[src/rtl/lsp_wb_stage.sv]
// Load/store pipe writeback stage: a two-entry result buffer between the memory
// stage and register writeback. Load data is aligned and extended on entry, so
// the buffered entries hold final register values.
//
// Ports:
//   clk, rst             clock; synchronous active-high reset
//   m2w_valid/m2w_ready  input handshake from the memory stage
//   m2w_dst/pc/wb_en     instruction metadata
//   m2w_is_load          selects the aligned load data instead of m2w_result
//   m2w_result           non-load result, stored unmodified
//   m2w_rdata            raw dcache doubleword
//   m2w_addr_lo          load byte offset within the doubleword
//   m2w_size/m2w_sign    load width (byte/half/word/dword) and extension mode
//   lsp_wb_*             head entry toward writeback, valid/ready handshake
module lsp_wb_stage #(
  parameter int unsigned DEPTH = 2
) (
  input  logic        clk,
  input  logic        rst,
  input  logic        m2w_valid,
  output logic        m2w_ready,
  input  logic [4:0]  m2w_dst,
  input  logic [63:0] m2w_pc,
  input  logic        m2w_wb_en,
  input  logic        m2w_is_load,
  input  logic [63:0] m2w_result,
  input  logic [63:0] m2w_rdata,
  input  logic [2:0]  m2w_addr_lo,
  input  logic [1:0]  m2w_size,
  input  logic        m2w_sign,
  output logic [4:0]  lsp_wb_dst,
  output logic [63:0] lsp_wb_result,
  output logic [63:0] lsp_wb_pc,
  output logic        lsp_wb_wb_en,
  output logic        lsp_wb_valid,
  input  logic        lsp_wb_ready
);

  localparam int unsigned CntW = $clog2(DEPTH + 1);

  typedef struct packed {
    logic [4:0]  dst;
    logic        wb_en;
    logic [63:0] pc;
    logic [63:0] result;
  } entry_t;

  entry_t          slot_q [2];
  logic            rd_ptr_q;
  logic [CntW-1:0] count_q, count_d;

  logic   push, pop;
  logic   wr_ptr;
  logic   [63:0] shifted;
  logic   [63:0] load_val;
  entry_t new_entry;
  entry_t head;

  assign m2w_ready    = (count_q < CntW'(DEPTH));
  assign lsp_wb_valid = (count_q != '0);
  assign push         = m2w_valid && m2w_ready;
  assign pop          = lsp_wb_valid && lsp_wb_ready;
  // Only written with count 0 or 1, so the tail is the head or the other slot.
  assign wr_ptr       = rd_ptr_q ^ count_q[0];

  // Lanes running past bit 63 just pick up the zeros shifted in from the top.
  always_comb begin
    shifted  = m2w_rdata >> {m2w_addr_lo, 3'b000};
    load_val = shifted;
    unique case (m2w_size)
      2'd0: load_val = {{56{m2w_sign & shifted[7]}}, shifted[7:0]};
      2'd1: load_val = {{48{m2w_sign & shifted[15]}}, shifted[15:0]};
      2'd2: load_val = {{32{m2w_sign & shifted[31]}}, shifted[31:0]};
      2'd3: load_val = shifted;
      default: load_val = shifted;
    endcase
  end

  always_comb begin
    new_entry        = '0;
    new_entry.dst    = m2w_dst;
    new_entry.wb_en  = m2w_wb_en && (m2w_dst != 5'd0);
    new_entry.pc     = m2w_pc;
    new_entry.result = m2w_is_load ? load_val : m2w_result;
  end

  always_comb begin
    count_d = count_q;
    unique case ({push, pop})
      2'b10:   count_d = count_q + CntW'(1);
      2'b01:   count_d = count_q - CntW'(1);
      default: count_d = count_q;
    endcase
  end

  always_ff @(posedge clk) begin
    if (rst) begin
      count_q   <= '0;
      rd_ptr_q  <= 1'b0;
      slot_q[0] <= '0;
      slot_q[1] <= '0;
    end else begin
      if (push) slot_q[wr_ptr] <= new_entry;
      if (pop) rd_ptr_q <= ~rd_ptr_q;
      count_q <= count_d;
    end
  end

  assign head          = slot_q[rd_ptr_q];
  assign lsp_wb_dst    = head.dst;
  assign lsp_wb_result = head.result;
  assign lsp_wb_pc     = head.pc;
  assign lsp_wb_wb_en  = head.wb_en;

endmodule

[config.mk]
export PLATFORM = sky130hd
export DESIGN_NAME = lsp_wb_stage
export DESIGN_NICKNAME = d
export VERILOG_FILES = /design/src/rtl/lsp_wb_stage.sv
export SDC_FILE = /design/constraint.sdc
export NUM_CORES = 1
export LEC_CHECK = 0
export CAP_MARGIN = 20
export CORE_MARGIN = 5
export CORE_UTILIZATION = 45
export DETAILED_ROUTE_END_ITERATION = 10
export GPL_ROUTABILITY_DRIVEN = 0
export HOLD_SLACK_MARGIN = 0.15
export MAX_ROUTING_LAYER = met4
export PLACE_DENSITY = 0.79
export SLEW_MARGIN = 20
export SYNTH_ARGS = -nofsm -noshare
export SYNTH_HDL_FRONTEND = slang
export SYNTH_SLANG_ARGS = --single-unit
[constraint.sdc]
create_clock -name clk -period 6.3 [get_ports clk]
set_clock_uncertainty 0.15 [all_clocks]
set_input_delay 1.26 -clock clk [delete_from_list [all_inputs] [get_ports clk]]
set_output_delay 1.26 -clock clk [all_outputs]
set_load 0.02 [all_outputs]
# Word level (Yosys, flattened, before mapping)
# Memory sizes are Yosys's and may differ from the RTL's. A register that Yosys moved wholly into a read port is not among the register bits.
# Index checks and enable logic that the tools add are counted.
dict set report classes {
  add_sub_neg 2
  magnitude_cmp 1
  n_eq_ne 5
  shifts 1
  muxes 13
  bitwise 5
  n_reduce_logical 8
}
# op n
set ops {}
lappend ops {{$pmux 64 s4} 1}
lappend ops {{$mux 134} 1}
lappend ops {{$reduce_or 134->1} 1}
lappend ops {{$mux 64} 1}
lappend ops {{$shr 64x6->64} 1}
lappend ops {{$mux 1} 9}
lappend ops {{$eq 2x2->1 const B} 3}
lappend ops {{$reduce_bool 5->1} 1}
lappend ops {{$eq 2x1->1 const B} 2}
lappend ops {{$pmux 2 s2} 1}
lappend ops {{$reduce_bool 2->1} 2}
lappend ops {{$and 1x1->1} 3}
lappend ops {{$logic_and 1x1->1} 3}
lappend ops {{$add 2x1->2 const B} 1}
lappend ops {{$logic_not 2->1} 1}
lappend ops {{$lt 2x2->1 const B} 1}
lappend ops {{$sub 2x1->2 const B} 1}
lappend ops {{$not 1->1} 1}
lappend ops {{$xor 1x1->1} 1}
dict set report totals {
  regBits 3
  mem_bits_rw 268
  input_bits 209
  output_inout_bits 136
  memories 1
}
# name words word_bits rd rd_ports_with_merged_regs write_ports line
set memory_table {}
lappend memory_table {slot_q 2 134 1 1 2 48} ;# entry_t slot_q [2];

# Depth between registers and ports, before layout
dict set report logic_depth {
  depth_word 7
  depth_mapped 9
}

# Worst setup path before layout
# OpenSTA, ideal clock, no wires.
dict set report synth_path {
  kind {input port to flip-flop}
  from {in rst}
  to {mem slot_q[0][0] (netlist name) (enable)}
  setup_ns 0.517
  arrival_time_ns 5.420
  setup_slack_ns 0.213
  path_stages 5
  n_path_buf 2
  cell_sequence {or3b_2 > or2_2 > clkbuf_1 > clkbuf_1 > nand2b_1}
}
# element line
set synth_lines {}
lappend synth_lines {{start, declared} 19} ;# input logic rst,
lappend synth_lines {{end, declared} 48}

==> run_results.csv <==
group,metric,value,unit
setup_path,cp_max_fo,69,
drt,vias,10506,
setup_path,max_stage_delay,950,ps
pwr,power_density,359,nW/um2
sta,hold_violations,0,
synthesis,synthCells,1093,
synthesis,syn_avg_cell_area,12.9,um2
synthesis,syn-num-nets,1303,
floorplan,dieArea,34900,um2
layout,layout_commonest_cell,"clkdlybuf4s50_1",
layout,layout.nets,1609,
place,place.port_buffers,344,
sta,tightest_slew,1020,ps
sta,slew_headroom,31.6,%
sta,rsz0062_at_grt,"false",
clock_tree,postCtsResizedCells,0,
layout,drive_gt1_share,16.8,%
sta,maxSlewViolCount,0,
clock_tree,htree_levels,1,
setup_path,cp.required,4890,ps
global_routing,grt_pass1_wl,62100,um
pwr,p_sw,0.00214,W
global_routing,antenna_found_initial,1,
synthesis,ys_ff_latch,272,
place,dpl-instance-area,17800,um2
pwr,sw_frac_of_total,32.0,%
worst_hold_path,hold_class,"reg2reg",
sta,setup_tns,0,ps
synthesis,async_reset_ff_share,0,%
pwr,power_frac_comb,38.1,%
setup_path,path_cells,"buf_12 -> mux2_2 -> clkdlybuf4s50_1",
pwr,pwr-share-seq,39.0,%
drt,wl_per_cell,23.0,um
clock_tree,cts_sinks,272,
clock_tree,clk_path_buf_depth,3,
setup_path,cp_slowest_cell,"dfxtp_4",
place,hpwlAfterDp,29700,um
clock_tree,cts-root-buf,"clkbuf_16",
global_routing,overflow,0,
layout,final_util,60.6,%
setup_path,path_class,"reg2out",
layout,fillerInstances,2404,
synthesis,syn_area,14100,um2
layout,layout_common_cells,"341 x clkdlybuf4s50_1, 268 x edfxtp_1, 150 x mux2_2",
sta,timing.final.crit_share,70.3,%
run_status,status,"finished clean",
drt,route.detailed.drc,0,
drt,postRouteAntennaNets,0,
pwr,p_leak,6.73,nW
pwr,internal_power,0.00455,W
global_routing,grt_pass1_vias,10691,
clock_tree,cts_hold_buf,0,
synthesis,synth_edf_count,268,
layout,design_area,18600,um2
drt,wirelength,41700,um
clock_tree,post_cts_buffers,0,
pwr,p_clk_share,22.9,%
drt,viasPerCell,5.78,
sta,finalSetupViolCount,0,
clock_tree,insertion_delay,530,ps
global_routing,track_usage,23.4,%
clock_tree,clkTransAtPathRegs,60,ps
synthesis,ys_seq_area_share,57.8,%
floorplan,ios,345,
floorplan,dieHeight,187,um
sta,fmax,0.226,GHz
drt,dr.pass1.iters,7,
floorplan,num_rows,64,
flow_run,maxCapViolCount,0,
synthesis,synth_top_cell_area_share,57.2,%
floorplan,core-area,30700,um2
floorplan,fp.dieW,187,um
synthesis,synth_top_cell_by_area,"edfxtp_1",
sta,period_minus_slack,4430,ps
layout,area_growth,32.5,%
synthesis,ys_types,54,
synthesis,synth.area.top_cells,"edfxtp_1 57%, mux2_2 12%, and2_1 6.4%, a211oi_1 4.5%, nor2_1 2.7%",
global_routing,grt_max_degree,76,
drt,drt-initial-drc-count,905,
synthesis,synth_warnings,0,
setup_path,path_buf_inv,2,
setup_path,cp.arrival,3020,ps
floorplan,initial_utilization,45.7,%
clock_tree,cts_made_buffers,28,
setup_path,end_kind,"output port",
setup_path,setup.worst_path.start_class,"flip-flop",
synthesis,ys.flop_type,"edfxtp_1",
clock_tree,cts_tree,"built",
setup_path,critPathTopFamily,"buffers and inverters",
pwr,peakVddDrop,215,uV
==> worst reg2reg max path: cells and delay by family, from the launching register on <==
kind                   cells  cell delay [ps]
AND/OR/NAND/NOR            3             1360
buffers and inverters      2              890
flip-flops                 1              330
==> synth_stat cells (8+ instances only) <==
master / n
nor2_1: 103
nor2b_1: 11
o22ai_1: 8
edfxtp_1: 268
mux4_2: 15
clkbuf_1: 61
a211oi_1: 85
mux2i_1: 35
buf_2: 11
nor3_1: 36
o211ai_1: 10
mux2_2: 150
and2_1: 143
nand2_1: 39
a21oi_1: 10
o21ai_0: 14
nand2b_1: 14
==> metrics by stage <==
stage          setup slack [ps]  instances  hold slack, ps  total power (W)
2_1_floorplan               213       1093             318          0.00406
3_3_place_gp               1670       1765             350          0.00516
3_5_place_dp               1500       1765             364          0.00520
4_1_cts                    1820       1816             374          0.00675
5_1_grt                    1750       1817             408          0.00696
6_report                   1870       1817             371          0.00669
==> sequential cells by signal (all words and copies together), names as in the netlist, named ones only <==
register  count
rd_ptr_q      1
count_q       2
slot_q      268
==> per-layer routing <==
metal,up-vias,wire (um),track usage (%)
li1,4735,-,-
met1,5079,16200,29.0
met2,588,20100,38.1
met3,104,3670,4.80
met4,0,1770,9.30
met5,-,0,-
==> path summary, 6_finish.rpt <==
| check | startpoint | to | slack [ps] | depth (start not counted) |
|---|---|---|---|---|
| worst max-delay path | flip-flop | lsp_wb_result[31] | 1870 | 3 |
| worst min-delay path | count_q[1] | count_q[1] | 370 | 2 |
| worst max register to register | count_q[1] | slot_q[0][121] | 3170 | 5 |
| worst min register to register | count_q[1] | count_q[1] | 370 | 2 |
==> cells by family after synthesis <==
| group | after synthesis | synth area share (%) |
|---|---|---|
| AND/OR/NAND/NOR | 370 | 13.8 |
| flip-flops | 272 | 57.8 |
| XOR/XNOR | 4 | 0.249 |
| AO/OA/AOI/OAI | 157 | 8.18 |
| multiplexers | 200 | 16.9 |
| adder cells (fa/ha/maj) | 1 | 0.0890 |
| buffers and inverters | 89 | 2.93 |
==> power by group through the flow <==
stage	combinational (W)	clock [W]	sequential, W
CTS	0.00257	0.00156	0.00262
finish	0.00255	0.00153	0.00261
global placement	0.00253	0	0.00262
floorplan	0.00147	0	0.00258
detailed placement	0.00255	0	0.00265
global route	0.00268	0.00164	0.00265
==> layout make-up <==
cell class | instances | area (um2) | share of cell area, %
sequential | 272 | 8130 | 43.6
inverter | 5 | 18.8 | 0.101
clock buffer | 33 | 741 | 3.98
tap | 396 | 495 | 2.66
multi-input combinational | 732 | 5550 | 29.8
antenna | 1 | 2.50 | 0.0134
timing repair buffer | 360 | 3590 | 19.2
clock inverter | 18 | 105 | 0.564
(Power assumes the default switching activity.)
